**src/rtl/fpu_dispatch.sv**
```systemverilog
// rtl/fpu_dispatch.sv - in-order issue/complete controller between the FP execute stage and per-operation FPU units
//
// Accepts one FP op per cycle, steers its operands to the unit chosen by the op
// code, and returns results to the core strictly in issue order with their
// destination tag. An order FIFO records every accepted op. Only the unit named
// by the FIFO head may hand back a result, so units that finish early are
// back-pressured until their turn comes.
//
// Optional feature macro: FPU_DISPATCH_STATS_EN. When it is defined, two 32-bit
// saturating counters are added: stat_issue_stall and stat_result_wait.
//
// Ports:
//   CLK, RESET                clock, asynchronous active-low reset
//   in_valid/in_ready         op offer from the core and acceptance
//   in_op, in_a, in_b, in_tag op code (unit select), operands, destination tag
//   u_valid/u_ready           one-hot operand valid and per-unit operand ready
//   u_a, u_b                  operands, shared by all units
//   u_res_valid/u_res_ready   per-unit result valid and ready (at most one ready high)
//   u_res_data                unit k result at bits [32k+31:32k]
//   out_valid/out_ready       in-order result stream to the core
//   out_data, out_tag         result value and its tag
//   out_illegal               result is the canonical NaN produced for an illegal op code
//   busy                      an op is in flight or held in a register
//   stat_issue_stall          cycles with in_valid && !in_ready (stats build only)
//   stat_result_wait          cycles the head waits on its unit's result (stats build only)

module fpu_dispatch #(
    parameter int NUM_UNITS = 5,
    parameter int OP_W      = 3,
    parameter int TAG_W     = 6,
    parameter int DEPTH     = 8
) (
    input  logic                      CLK,
    input  logic                      RESET,
    input  logic                      in_valid,
    output logic                      in_ready,
    input  logic [OP_W-1:0]           in_op,
    input  logic [31:0]               in_a,
    input  logic [31:0]               in_b,
    input  logic [TAG_W-1:0]          in_tag,
    output logic [NUM_UNITS-1:0]      u_valid,
    input  logic [NUM_UNITS-1:0]      u_ready,
    output logic [31:0]               u_a,
    output logic [31:0]               u_b,
    input  logic [NUM_UNITS-1:0]      u_res_valid,
    output logic [NUM_UNITS-1:0]      u_res_ready,
    input  logic [32*NUM_UNITS-1:0]   u_res_data,
    output logic                      out_valid,
    input  logic                      out_ready,
    output logic [31:0]               out_data,
    output logic [TAG_W-1:0]          out_tag,
    output logic                      out_illegal,
    output logic                      busy
`ifdef FPU_DISPATCH_STATS_EN
    ,
    output logic [31:0]               stat_issue_stall,
    output logic [31:0]               stat_result_wait
`endif
);

    localparam int          PTR_W = $clog2(DEPTH);
    localparam int          CNT_W = PTR_W + 1;
    localparam logic [31:0] QNAN  = 32'h7FC0_0000;

    // Issue register
    logic             iss_valid;
    logic [OP_W-1:0]  iss_op;
    logic [31:0]      iss_a;
    logic [31:0]      iss_b;

    // Order FIFO
    logic [OP_W-1:0]  fifo_op  [DEPTH];
    logic [TAG_W-1:0] fifo_tag [DEPTH];
    logic             fifo_ill [DEPTH];
    logic [PTR_W-1:0] wr_ptr;
    logic [PTR_W-1:0] rd_ptr;
    logic [CNT_W-1:0] fifo_count;

    logic             fifo_full;
    logic             head_valid;
    logic             head_ill;
    logic [OP_W-1:0]  head_op;
    logic [TAG_W-1:0] head_tag;

    logic             in_legal;
    logic             accept;
    logic             iss_fire;
    logic             out_free;
    logic             res_fire;
    logic             ill_pop;
    logic             pop;
    logic [31:0]      res_data;
`ifdef FPU_DISPATCH_STATS_EN
    logic             res_wait;
`endif

    assign in_legal   = int'(in_op) < NUM_UNITS;
    assign fifo_full  = fifo_count == CNT_W'(DEPTH);
    // Full is taken from the registered count only, so a pop in the same
    // cycle does not open a slot until the next cycle.
    assign in_ready   = RESET && !fifo_full && (!iss_valid || iss_fire);
    assign accept     = in_valid && in_ready;

    assign head_valid = fifo_count != '0;
    assign head_op    = fifo_op[rd_ptr];
    assign head_tag   = fifo_tag[rd_ptr];
    assign head_ill   = fifo_ill[rd_ptr];

    assign out_free   = !out_valid || out_ready;
    assign ill_pop    = head_valid && head_ill && out_free;
    assign pop        = res_fire || ill_pop;

    assign u_a        = iss_a;
    assign u_b        = iss_b;
    assign busy       = iss_valid || head_valid || out_valid;

    // Operand steering and result selection. Only the head's unit is ever
    // offered u_res_ready; the others are held off until they reach the head.
    always_comb begin
        u_valid     = '0;
        u_res_ready = '0;
        res_data    = '0;
`ifdef FPU_DISPATCH_STATS_EN
        res_wait    = 1'b0;
`endif
        for (int k = 0; k < NUM_UNITS; k++) begin
            if (iss_valid && iss_op == OP_W'(k)) begin
                u_valid[k] = 1'b1;
            end
            if (head_valid && !head_ill && head_op == OP_W'(k)) begin
                u_res_ready[k] = out_free;
                res_data       = u_res_data[32*k +: 32];
`ifdef FPU_DISPATCH_STATS_EN
                res_wait       = !u_res_valid[k];
`endif
            end
        end
    end

    assign iss_fire = |(u_valid & u_ready);
    assign res_fire = |(u_res_valid & u_res_ready);

    // Illegal ops get an order slot but never occupy the issue register.
    always_ff @(posedge CLK or negedge RESET) begin
        if (!RESET) begin
            iss_valid <= 1'b0;
            iss_op    <= '0;
            iss_a     <= '0;
            iss_b     <= '0;
        end else if (accept && in_legal) begin
            iss_valid <= 1'b1;
            iss_op    <= in_op;
            iss_a     <= in_a;
            iss_b     <= in_b;
        end else if (iss_fire) begin
            iss_valid <= 1'b0;
        end
    end

    always_ff @(posedge CLK) begin
        if (accept) begin
            fifo_op[wr_ptr]  <= in_op;
            fifo_tag[wr_ptr] <= in_tag;
            fifo_ill[wr_ptr] <= !in_legal;
        end
    end

    always_ff @(posedge CLK or negedge RESET) begin
        if (!RESET) begin
            wr_ptr     <= '0;
            rd_ptr     <= '0;
            fifo_count <= '0;
        end else begin
            if (accept) begin
                wr_ptr <= wr_ptr + 1'b1;
            end
            if (pop) begin
                rd_ptr <= rd_ptr + 1'b1;
            end
            case ({accept, pop})
                2'b10:   fifo_count <= fifo_count + 1'b1;
                2'b01:   fifo_count <= fifo_count - 1'b1;
                default: fifo_count <= fifo_count;
            endcase
        end
    end

    always_ff @(posedge CLK or negedge RESET) begin
        if (!RESET) begin
            out_valid   <= 1'b0;
            out_data    <= '0;
            out_tag     <= '0;
            out_illegal <= 1'b0;
        end else if (pop) begin
            out_valid   <= 1'b1;
            out_tag     <= head_tag;
            out_data    <= ill_pop ? QNAN : res_data;
            out_illegal <= ill_pop;
        end else if (out_ready) begin
            out_valid   <= 1'b0;
        end
    end

`ifdef FPU_DISPATCH_STATS_EN
    always_ff @(posedge CLK or negedge RESET) begin
        if (!RESET) begin
            stat_issue_stall <= '0;
            stat_result_wait <= '0;
        end else begin
            if (in_valid && !in_ready && stat_issue_stall != '1) begin
                stat_issue_stall <= stat_issue_stall + 1'b1;
            end
            if (res_wait && stat_result_wait != '1) begin
                stat_result_wait <= stat_result_wait + 1'b1;
            end
        end
    end
`endif

endmodule

```
**config.mk**
```make
export PLATFORM = sky130hd
export DESIGN_NAME = fpu_dispatch
export DESIGN_NICKNAME = d
export VERILOG_FILES = /design/src/rtl/fpu_dispatch.sv
export SDC_FILE = /design/constraint.sdc
export NUM_CORES = 1
export LEC_CHECK = 0
export ABC_AREA = 1
export CAP_MARGIN = 15
export CORE_ASPECT_RATIO = 0.9
export CORE_MARGIN = 2
export CORE_UTILIZATION = 41
export DETAILED_ROUTE_END_ITERATION = 10
export PLACE_DENSITY = 0.77
export SKIP_CTS_REPAIR_TIMING = 1
export SLEW_MARGIN = 30
export SYNTH_ARGS = -nofsm -noshare
export SYNTH_HDL_FRONTEND = slang
export SYNTH_SLANG_ARGS = --single-unit
```
**constraint.sdc**
```tcl
create_clock -name CLK -period 2.8 [get_ports CLK]
set_input_delay 0.42 -clock CLK [delete_from_list [all_inputs] [get_ports CLK]]
set_output_delay 0.42 -clock CLK [all_outputs]
set_load 0.005 [all_outputs]
```
After elaboration in Yosys (flattened, before gate mapping). Memories as Yosys holds them, arrays and structs flattened. A register that Yosys moved wholly into a read port is not among the register bits. Index checks and enable logic that the tools add are counted. W data, S select, Z words.

Add/sub/neg operators: 4. $lt $le $gt $ge: 1. Equal/unequal tests: 11. Multiplexer cells: 23. Bitwise operators: 2. Reduce and logical (&&, ||, !) cells: 36.

Operators by type and width (number): $mux W32 (6); $logic_and A1 B1 Y1 (17); $mux W1 (16); $eq A3 B2 Y1 const B (4); $and A5 B5 Y5 (2); $reduce_or A5 Y1 (2); $pmux W4 S2 (1); $add A3 B1 Y3 const B (2); $eq A3 B1 Y1 const B (2); $eq A3 B3 Y1 const B (2); $logic_not A1 Y1 (6); $logic_not A3 Y1 (2); $reduce_bool A2 Y1 (3); $logic_or A1 B1 Y1 (5); $add A4 B1 Y4 const B (1); $eq A4 B4 Y1 const B (1); $reduce_bool A4 Y1 (1); $sub A4 B1 Y4 const B (1); $lt A3 B3 Y1 const B (1); $eq A2 B1 Y1 const B (1); $eq A2 B2 Y1 const B (1).

Register bits: 112. Bits in writable memories: 80. Word-level logic and storage cells: 90. Memories: 3.

Memories: fifo_tag (depth 8, width 6, read ports 1, clocked after Yosys merged registers in 1, write ports 1, line 73) `logic [TAG_W-1:0] fifo_tag [DEPTH];`; fifo_op (depth 8, width 3, read ports 1, clocked after Yosys merged registers in 0, write ports 1, line 72) `logic [OP_W-1:0] fifo_op [DEPTH];`; fifo_ill (depth 8, width 1, read ports 1, clocked after Yosys merged registers in 0, write ports 1, line 74) `logic fifo_ill [DEPTH];`.

Logic depth before layout (Yosys ltp). Gate-level depths: netlist of run 1.

Depth in word-level cells: 10. Depth in mapped cells: 23. Gate-level depth less buffers: 21.

Least setup slack after synthesis of run 1. OpenSTA, ideal clock, no wires.

Kind: reg2reg. Start: reg rd_ptr[1]. End: reg fifo_count[3]. Setup time: 122 ps. Arrival time: 2862 ps. Slack: -184 ps. Stages on the path, launching flop included: 23. Path through: dfrtp_1 buf_4 inv_2 buf_4 nand3_1 nand2_1 nand2_2 nand2_1 nor2_2 nand2_1 nor3_2 nor2_4 nand2_4 buf_6 ha_1 ha_1 nand2_1 nor2_1 a211oi_1 nor2_1 nor2_1 nand2_1 xor2_1.

Longest elaborated chain between the ends: 10.

Ends and longest elaborated chain: start, declared (line 76) `logic [PTR_W-1:0] rd_ptr;`; start signal, assigned (line 178) `rd_ptr <= rd_ptr + 1'b1;`; branches (longest 7 deep; another with $mem_v2 Z8 W3); $logic_or A1 B1 Y1 (*) (line 111) `assign pop = res_fire || ill_pop;`; net pop (line 91) `logic pop;`; $eq A2 B1 Y1 or $eq A2 B2 Y1 (tied branches) (line 180) `case ({accept, pop})`; $pmux W4 S2 or $reduce_bool A2 Y1 (tied branches); end signal, assigned (line 181) `2'b10: fifo_count <= fifo_count + 1'b1;`; end signal, assigned (line 182) `2'b01: fifo_count <= fifo_count - 1'b1;`; end signal, assigned (line 183) `default: fifo_count <= fifo_count;`; end, declared (line 77) `logic [CNT_W-1:0] fifo_count;`.

Mark *: on every way through the listed nets, which the timed path passes. A chain may end at the register's enable or synchronous reset.

Worst setup path in the final report of run 1.
Start: reg rd_ptr[0]. End: reg fifo_count[3].

Longest elaborated chain between the ends: 10.

Ends and longest elaborated chain (line): branches (longest 7 deep; another with $mem_v2 Z8 W3); $logic_or A1 B1 Y1 (*) (111); $eq A2 B1 Y1 or $eq A2 B2 Y1 (tied branches) (180); $pmux W4 S2 or $reduce_bool A2 Y1 (tied branches).

Mark *: on every way between the ends.

==> results of run 1 <==
[area by class of cell]
type / count / share of cell area
diodes: 3 / 0.000510
well taps: 308 / 0.0262
clock buffers: 19 / 0.0323
clock inverters: 13 / 0.00969
flip-flops and latches: 198 / 0.364
repair buffers: 407 / 0.274
multi-input cells: 858 / 0.276
inverters: 69 / 0.0178
[state kept, by name (all words and copies together), names as in the netlist]
register     count
fifo_count       4
out_data        32
fifo_op         24
iss_valid        1
iss_op           3
u_a             32
u_b             32
out_valid        1
rd_ptr           3
wr_ptr           3
fifo_tag        48
fifo_ill         8
out_illegal      1
out_tag          6
[logic make-up after synthesis]
kind of cell | Yosys count | share of synthesized area
flops | 198 | 0.533
compound gates | 45 | 0.0279
fa+ha+maj | 6 | 0.00821
xor+xnor | 5 | 0.00436
buf+inv | 157 | 0.0738
simple gates | 802 | 0.353
[per-stage QoR]
stage	setup slack [ps]	total power, W
2_1_floorplan	-15.5	0.0101
3_3_place_gp	117	0.0133
3_5_place_dp	39.7	0.0135
4_1_cts	-228	0.0161
5_1_grt	-273	0.0174
6_report	7.56	0.0161
[how the worst min path moves through the flow]
stage                     startpoint             to  slack [ps]  cells past startpoint
after floorplan                RESET  fifo_count[0]         120                      0
after global placement        u_a[0]         u_a[0]         450                      2
after detailed placement     u_b[20]        u_b[20]         460                      2
after CTS                      RESET         u_b[5]         200                      2
after global routing           RESET         u_b[0]         230                      2
final                          RESET         u_b[0]         170                      2
[power groups by stage]
stage	clock [W]	sequential (W)	combinational, W
after floorplan	0	0.00448	0.00558
after global routing	0.00270	0.00455	0.0101
final	0.00253	0.00445	0.00914
after detailed placement	0	0.00448	0.00899
after global placement	0	0.00445	0.00881
after CTS	0.00259	0.00444	0.00905
[cells in the final DEF, fill, tap and decap left out, types with 2 or more instances in the layout]
| cell type | n |
|---|---|
| a21oi_1 | 7 |
| a21oi_4 | 2 |
| a32o_1 | 6 |
| buf_12 | 5 |
| buf_4 | 39 |
| buf_6 | 2 |
| clkbuf_16 | 19 |
| clkdlybuf4s50_1 | 355 |
| clkinv_4 | 2 |
| clkinv_8 | 3 |
| dfrtp_1 | 117 |
| diode_2 | 3 |
| dlymetal6s2s_1 | 5 |
| edfxtp_1 | 80 |
| ha_1 | 3 |
| ha_4 | 2 |
| inv_1 | 65 |
| inv_2 | 2 |
| inv_4 | 2 |
| inv_6 | 3 |
| inv_8 | 2 |
| nand2_1 | 360 |
| nand2_2 | 6 |
| nand2_4 | 2 |
| nand3_1 | 217 |
| nand3_2 | 2 |
| nand4_1 | 71 |
| nor2_1 | 127 |
| nor2_4 | 7 |
| nor3_1 | 4 |
| nor3_2 | 3 |
| nor3_4 | 2 |
| o21ai_0 | 21 |
| o22ai_1 | 6 |
| xnor2_1 | 2 |
| xor2_1 | 3 |
[layer usage]
layer  routed length (um)  part of all wire
met5                    0                 0
met2                15900              0.48
met1                13200              0.40
met3                 2980             0.091
met4                  677             0.021
==> flow_metrics.py, run 1 <==
metrics = {
    "run_status": {
        "status": "finished, final reports clean",
    },
    "global_routing": {
        "grt_use_met3": 0.0717,
        "track_usage": 0.249,
        "antenna_found_initial": 3,
        "grt_busiest_layer": "met2",
        "grt_max_degree": 74,
        "grt_pass1_wl_mm": 50.9,
        "use_met1": 0.310,
        "first_global_vias": 9673,
        "gr-usage-met2": 0.418,
        "grt_overflow": 0,
    },
    "setup_path": {
        "critPathArrivalTime_ps": 3100,
        "cp_top_family": "simple AND/OR/NAND/NOR gates",
        "critPathMaxFanout": 17,
        "critPathRequiredTime_ps": 3110,
        "r2r_start": "rd_ptr[0]",
        "r2r_setup_slack_ps": 8,
        "max_stage_delay_ps": 450,
        "r2r_cells": 21,
        "cpMaxStageDelayCell": "dfrtp_2",
        "cp-startpoint": "rd_ptr[0]",
        "path_depth": 21,
        "cp-endpoint": "fifo_count[3]",
        "path_class": "reg -> reg",
        "path_buf_inv": 1,
        "crit_chain": "buf_12, nor2_1, nor2_1, nand2_1, nand2_1, nand2_1, nand2_2, nor2_4, nand2_2, nor3_4, nor2_4, nand2_4, ha_4, ha_1, nand2_1, nor2_1, a211oi_2, nor2_1, nor2_1, nand2_1, xor2_1",
        "reg2reg_to": "fifo_count[3]",
        "worstSetupStartpointType": "register",
        "endpoint_kind": "register",
    },
    "synthesis": {
        "syn-num-nets": 1466,
        "synth_edf_count": 80,
        "synth.cells.most_frequent": "nand2_1 (363), nand3_1 (217), nor2_1 (129)",
        "syn_area_sq_um": 10100,
        "syn_avg_cell_area_sq_um": 8.29,
        "yosys_warnings": 0,
        "seq_area_frac_synth": 0.533,
        "synth.most_common_cell": "nand2_1",
        "synth.distinct_cells": 34,
        "ys_seq_elements": 198,
        "async_flop_share": 0.596,
        "netlist_instances": 1213,
        "synth_top_area_cell": "dfrtp_1",
        "synth.top_cell.area_share": 0.294,
        "ys.flop_type": "dfrtp_1",
        "synth.area.top_cells": "dfrtp_1 (29%), edfxtp_1 (24%), nand2_1 (14%)",
    },
    "timing": {
        "slew_viol_final": 0,
        "fin_crit_sh": 0.997,
        "min_period_ps": 2790,
        "setup_viol": 0,
        "slew_headroom": 0.424,
        "fmax_mhz": 358,
        "skew_ps": 14.5,
        "finalHoldViolations": 0,
        "worstMarginPinSlew_ps": 864,
        "totalNegativeSetupSlack_ps": 0,
        "holdWs_ps": 173,
        "rsz0062_at_grt": "true",
    },
    "clock_tree": {
        "root_buffer": "clkbuf_16",
        "clk_pin_slew_ps": 80,
        "cts_buffers": 17,
        "htree_levels": 4,
        "cts_tree": "yes",
        "clk_latency_ps": 430,
        "cts.path.max_buffers": 2,
        "cts_sinks": 198,
    },
    "floorplanning": {
        "ios": 363,
        "initial_core_util": 0.416,
        "die_width_um": 169,
        "die_y_um": 153,
        "die-area_sq_um": 25800,
        "core_area_sq_um": 24200,
        "rows": 54,
    },
    "finish": {
        "fin_cells": 1875,
        "syn2layout_area_growth_pct": 46.4,
        "drive_above_1_share": 0.0716,
        "fin_nets": 1804,
        "multi_input_area_sq_um": 4060,
        "seq_area_sq_um": 5360,
        "fillCellCount": 2054,
        "final_area_sq_um": 14700,
        "final_util": 0.609,
    },
    "min_path": {
        "min_path_type": "in -> async",
    },
    "pwr": {
        "power.density_nw_per_um2": 1090,
        "p_int_w": 0.00906,
        "p_comb_frac": 0.567,
        "netSwitchingFraction": 0.438,
        "p_clk_frac": 0.157,
        "seqPwrFrac": 0.276,
        "vdd_drop_max_mv": 0.947,
        "switchingPower_w": 0.00706,
        "p_leak_nw": 6.73,
    },
    "placement": {
        "post-place-cells": 1839,
        "hpwl_mm": 22.9,
        "gp_congestion": 0.899,
        "portBuffers": 362,
        "placed_area_sq_um": 14000,
    },
    "detailed_routing": {
        "routedWlPerCell_um": 17.5,
        "drtAntennaViolNets": 0,
        "drtIter0Drc": 960,
        "vias_per_cell": 5.26,
        "drt_wl_total_mm": 32.8,
        "drtPass1Iterations": 5,
        "drc_errors": 0,
        "num_vias": 9864,
    },
    "flow_run": {
        "maxCapViolations": 0,
    },
}
No activity file was read; power rests on OpenSTA's default activity.
==> inputs of run 2 (changes only) <==
ABC_CLOCK_PERIOD_IN_PS = 2800   (was not set)
CORE_MARGIN = not set   (was 2)
CORE_UTILIZATION = 35   (was 41)
PLACE_DENSITY = 0.68   (was 0.77)
==> run 2 against run 1 <==
Net effect:
- the run now ends with negative setup slack left
- sequential power barely moved
- critical path depth down 1
- hold slack lost 10 ps
- sequential share of layout area is 0.41 points lower
- critical path type unchanged
- largest power group unchanged
- highest routed layer is now met5
==> flow_metrics.py, run 2 (synthesized netlist as in run 1, its figures left out) <==
metrics = {
    "run_status": {
        "status": "finished, violations left",
        "violations": "negative setup slack",
    },
    "pwr": {
        "power.density_nw_per_um2": 1110,
        "vdd_drop_max_mv": 0.667,
        "p_leak_nw": 6.78,
    },
    "detailed_routing": {
        "drtPass1Iterations": 5,
        "vias_per_cell": 5.06,
        "drc_errors": 0,
        "drtAntennaViolNets": 0,
        "drtIter0Drc": 798,
        "drt_wl_total_mm": 34.1,
        "num_vias": 9816,
        "routedWlPerCell_um": 17.6,
    },
    "timing": {
        "slew_headroom": 0.425,
        "rsz0062_at_grt": "true",
        "worstMarginPinSlew_ps": 863,
        "fmax_mhz": 346,
        "setup_viol": 2,
        "postLayoutSetupSlackWorst_ps": -87.6,
        "fin_crit_sh": 1.03,
        "min_period_ps": 2890,
        "slew_viol_final": 0,
        "finalHoldViolations": 0,
        "skew_ps": 19.6,
    },
    "setup_path": {
        "r2r_cells": 20,
        "endpoint_kind": "register",
        "r2r_start": "rd_ptr[0]",
        "r2r_setup_slack_ps": -90,
        "critPathRequiredTime_ps": 3110,
        "worstSetupStartpointType": "register",
        "cp-startpoint": "rd_ptr[0]",
        "reg2reg_to": "fifo_count[3]",
        "critPathArrivalTime_ps": 3200,
        "path_class": "reg -> reg",
        "cp-endpoint": "fifo_count[3]",
        "critPathMaxFanout": 10,
    },
    "clock_tree": {
        "cts_tree": "yes",
        "clk_latency_ps": 430,
        "htree_levels": 4,
        "root_buffer": "clkbuf_16",
        "cts_sinks": 198,
        "clk_pin_slew_ps": 80,
        "cts_buffers": 17,
        "cts.path.max_buffers": 2,
    },
    "finish": {
        "final_area_sq_um": 14900,
        "drive_above_1_share": 0.0811,
        "top_register": "fifo_tag",
        "fillCellCount": 2576,
        "seq_area_sq_um": 5360,
        "most-common-layout-cells": "nand2_1 (360), clkdlybuf4s50_1 (355), nand3_1 (217)",
        "largest_reg_flops": 48,
        "syn2layout_area_growth_pct": 48.2,
        "multi_input_area_sq_um": 4070,
        "final_common_cell": "nand2_1",
        "fin_nets": 1818,
        "fin_cells": 1940,
    },
    "global_routing": {
        "track_usage": 0.225,
        "grt_max_degree": 75,
        "grt_pass1_wl_mm": 51.6,
        "first_global_vias": 9255,
        "antenna_found_initial": 4,
        "grt_overflow": 0,
    },
    "placement": {
        "gp_congestion": 0.890,
        "hpwl_mm": 23.6,
        "placed_area_sq_um": 14100,
        "portBuffers": 362,
        "post-place-cells": 1892,
    },
    "flow_run": {
        "maxCapViolations": 0,
    },
    "floorplanning": {
        "die_y_um": 163,
        "rows": 58,
        "ios": 363,
        "die_width_um": 181,
        "initial_core_util": 0.358,
        "die-area_sq_um": 29400,
        "core_area_sq_um": 28100,
    },
    "min_path": {
        "min_path_type": "in -> async",
    },
}
-- run 2: where the power goes --
part	switching (W)	internal (W)	total, W	leakage [nW]
Sequential	0.000537	0.00394	0.00447	2.20
Clock	0.00122	0.00119	0.00240	0.274
Combinational	0.00548	0.00415	0.00963	4.31
Total	0.00724	0.00927	0.0165	6.78
-- run 2: layout make-up --
cell class              count  area share
flip-flops and latches    198       0.360
repair buffers            421       0.281
multi-input cells         858       0.273
well taps                 360      0.0302
clock buffers              18      0.0288
inverters                  69      0.0177
clock inverters            14     0.00932
diodes                      2    0.000336
-- run 2: critical path: stages, from the launching register on --
cell	delay, ps
dfrtp_2	490
buf_12	160
nand2_1	60
nand3_1	70
nand2_1	60
nand2_1	80
nand3_2	110
nor2_4	220
nand2_1	150
nor3_2	210
nor2_4	60
nand2_4	100
ha_4	150
ha_1	220
nand2_1	70
nor2_1	50
a211oi_2	170
nor2_1	60
nor2_1	80
nand2_1	60
xor2_1	140
-- run 2: worst min path at each step --
stage	slack [ps]	startpoint	end
detailed placement	460	u_b[30]	u_b[30]
global placement	450	u_a[20]	u_a[20]
finish	160	RESET	u_a[31]
global route	240	RESET	u_a[31]
floorplan	120	RESET	fifo_count[0]
CTS	190	RESET	u_a[25]
-- run 2: layer usage --
metal	vias to the layer above	routed length, um	GRT usage	part of all wire
met3	43	2980	0.0671	0.087
li1	4741	-	-	-
met1	4629	13800	0.274	0.41
met5	-	10	0	0.00029
met4	2	704	0.0711	0.021
met2	401	16600	0.381	0.49
-- run 2: stage by stage --
stage | TNS, ps | power, W | util | hold slack [ps] | setup WS (ps)
floorplan | -15.5 | 0.0101 | - | 124 | -15.5
global placement | 0 | 0.0134 | 0.501 | 453 | 43.5
detailed placement | -39.9 | 0.0135 | 0.501 | 458 | -39.9
CTS | -1620 | 0.0160 | 0.522 | 189 | -361
global route | -577 | 0.0178 | 0.531 | 239 | -261
finish | -166 | 0.0165 | 0.531 | 162 | -87.6
==> inputs of run 3 (changes only) <==
CORE_ASPECT_RATIO = 1.25   (was 0.9)
CTS_BUF_LIST = sky130_fd_sc_hd__clkbuf_4 sky130_fd_sc_hd__clkbuf_8   (was not set)
==> run 3 against run 2 <==
Net effect:
- the flow still finishes with violations (negative setup slack)
- clock skew decreased by 0.80 ps
- wire length down 1.1%
- maximum frequency is 5.4% lower
- sequential share of layout area barely moved
- register-to-register slack lost 170 ps
- count of clock-buffer cells in the layout unchanged
- via count increased by 0.21%
- critical path depth grew 2
- flip-flop and latch count unchanged
- highest routed layer unchanged
==> flow_metrics.py, run 3 (synthesized netlist as in run 1, its figures left out) <==
metrics = {
    "global_routing": {
        "grt_pass1_wl_mm": 51.0,
        "grt_max_degree": 75,
        "grt_overflow": 0,
        "track_usage": 0.222,
        "first_global_vias": 9325,
        "antenna_found_initial": 4,
    },
    "setup_path": {
        "path_class": "reg -> reg",
        "max_stage_delay_ps": 460,
        "crit_chain": "buf_12, buf_8, nand2_2, nand3_2, nand2_1, nand2_2, nand3_4, nor2_4, buf_6, nand4_1, nand2_2, nor2_4, nand2_4, ha_4, ha_4, nand2_2, nor2_2, a211oi_2, nor2_1, nor2_1, nand2_1, xor2_1",
        "critPathArrivalTime_ps": 3410,
        "cpMaxStageDelayCell": "dfrtp_2",
        "worstSetupStartpointType": "register",
        "cp_top_family": "simple AND/OR/NAND/NOR gates",
        "r2r_setup_slack_ps": -250,
        "cpMostUsedCell": "nand2_2",
        "path_buf_inv": 3,
        "endpoint_kind": "register",
        "critPathMaxFanout": 7,
        "critPathRequiredTime_ps": 3160,
    },
    "timing": {
        "totalNegativeSetupSlack_ps": -253,
        "rsz0062_at_grt": "true",
        "finalHoldViolations": 0,
        "slew_headroom": 0.493,
        "postLayoutSetupSlackWorst_ps": -253,
        "fin_crit_sh": 1.09,
        "min_period_ps": 3050,
        "skew_ps": 18.8,
        "slew_viol_final": 0,
        "worstMarginPinSlew_ps": 760,
        "fmax_mhz": 327,
        "setup_viol": 1,
    },
    "detailed_routing": {
        "drt_wl_total_mm": 33.8,
        "drc_errors": 0,
        "drtAntennaViolNets": 0,
        "num_vias": 9837,
        "drtIter0Drc": 489,
        "routedWlPerCell_um": 17.4,
        "drtPass1Iterations": 5,
        "vias_per_cell": 5.06,
    },
    "clock_tree": {
        "cts_buffers": 17,
        "cts_tree": "yes",
        "cts_sinks": 198,
        "cts.path.max_buffers": 2,
        "root_buffer": "clkbuf_8",
        "clk_pin_slew_ps": 100,
        "htree_levels": 4,
        "clk_latency_ps": 490,
    },
    "floorplanning": {
        "initial_core_util": 0.355,
        "die-area_sq_um": 29400,
        "die_y_um": 192,
        "rows": 69,
        "die_width_um": 154,
        "ios": 363,
        "core_area_sq_um": 28300,
    },
    "finish": {
        "final_common_cell": "clkdlybuf4s50_1",
        "largest_reg_flops": 48,
        "most-common-layout-cells": "clkdlybuf4s50_1 (354), nand2_1 (343), nand3_1 (212)",
        "fin_cells": 1945,
        "syn2layout_area_growth_pct": 48.3,
        "fillCellCount": 2655,
        "final_area_sq_um": 14900,
        "fin_nets": 1826,
        "drive_above_1_share": 0.102,
        "top_register": "fifo_tag",
    },
    "placement": {
        "post-place-cells": 1889,
        "portBuffers": 362,
        "gp_congestion": 0.829,
        "placed_area_sq_um": 14100,
        "hpwl_mm": 23.2,
    },
    "run_status": {
        "violations": "negative setup slack",
        "status": "finished, violations left",
    },
    "pwr": {
        "power.density_nw_per_um2": 1080,
        "vdd_drop_max_mv": 0.626,
        "p_leak_nw": 6.80,
    },
    "min_path": {
        "min_path_type": "in -> async",
    },
    "flow_run": {
        "maxCapViolations": 0,
    },
}
run 3: changes by cell type in the layout (fill, tap and decap cells not counted), moves of 4 or more:
cell and change:
clkbuf_8 +19, nand3_1 -5, clkbuf_16 -17, nand3_2 +4, inv_6 +4, nand2_2 +15
nand2_1 -17
run 3: final timing paths:
check / start / end / cells past startpoint
max in group asynchronous: RESET / rd_ptr[0] / 3
min: RESET / u_b[4] / 2
min in group CLK: in_valid / fifo_count[0] / 4
max reg2reg: rd_ptr[0] / fifo_count[3] / 22
max: rd_ptr[0] / fifo_count[3] / 22
min reg2reg: u_b[29] / u_b[29] / 2
run 3: area by class of cell:
class,count,area [sq um],share of cell area
well taps,355,444,0.0298
clock buffers,18,248,0.0166
repair buffers,429,4290,0.288
multi-input cells,858,4170,0.280
diodes,4,10.0,0.000671
clock inverters,14,121,0.00814
flip-flops and latches,198,5360,0.359
inverters,69,267,0.0179
run 3: routing by layer:
layer  share of wire  GRT usage  routed length [um]  vias up
li1                -          -                   -     4753
met3           0.087     0.0660                2950       32
met2            0.50      0.392               16800      405
met1            0.40      0.265               13600     4645
met5         0.00039          0                  13        -
met4           0.012     0.0538                 410        2
run 3: where the power goes:
group	total [W]	internal (W)	switching [W]
clock network	0.00181	0.000734	0.00107
logic	0.00981	0.00427	0.00553
registers	0.00447	0.00393	0.000536
total	0.0161	0.00894	0.00714
run 3: per-stage QoR:
step / hold WS (ps) / total power, W / worst slack [ps] / util
finish: 53.4 / 0.0161 / -253 / 0.527
global route: 78.3 / 0.0174 / -409 / 0.526
floorplan: 124 / 0.0101 / -15.5 / -
detailed placement: 457 / 0.0135 / -56.2 / 0.497
CTS: 81.5 / 0.0153 / -472 / 0.510
global placement: 453 / 0.0133 / 13.7 / 0.497
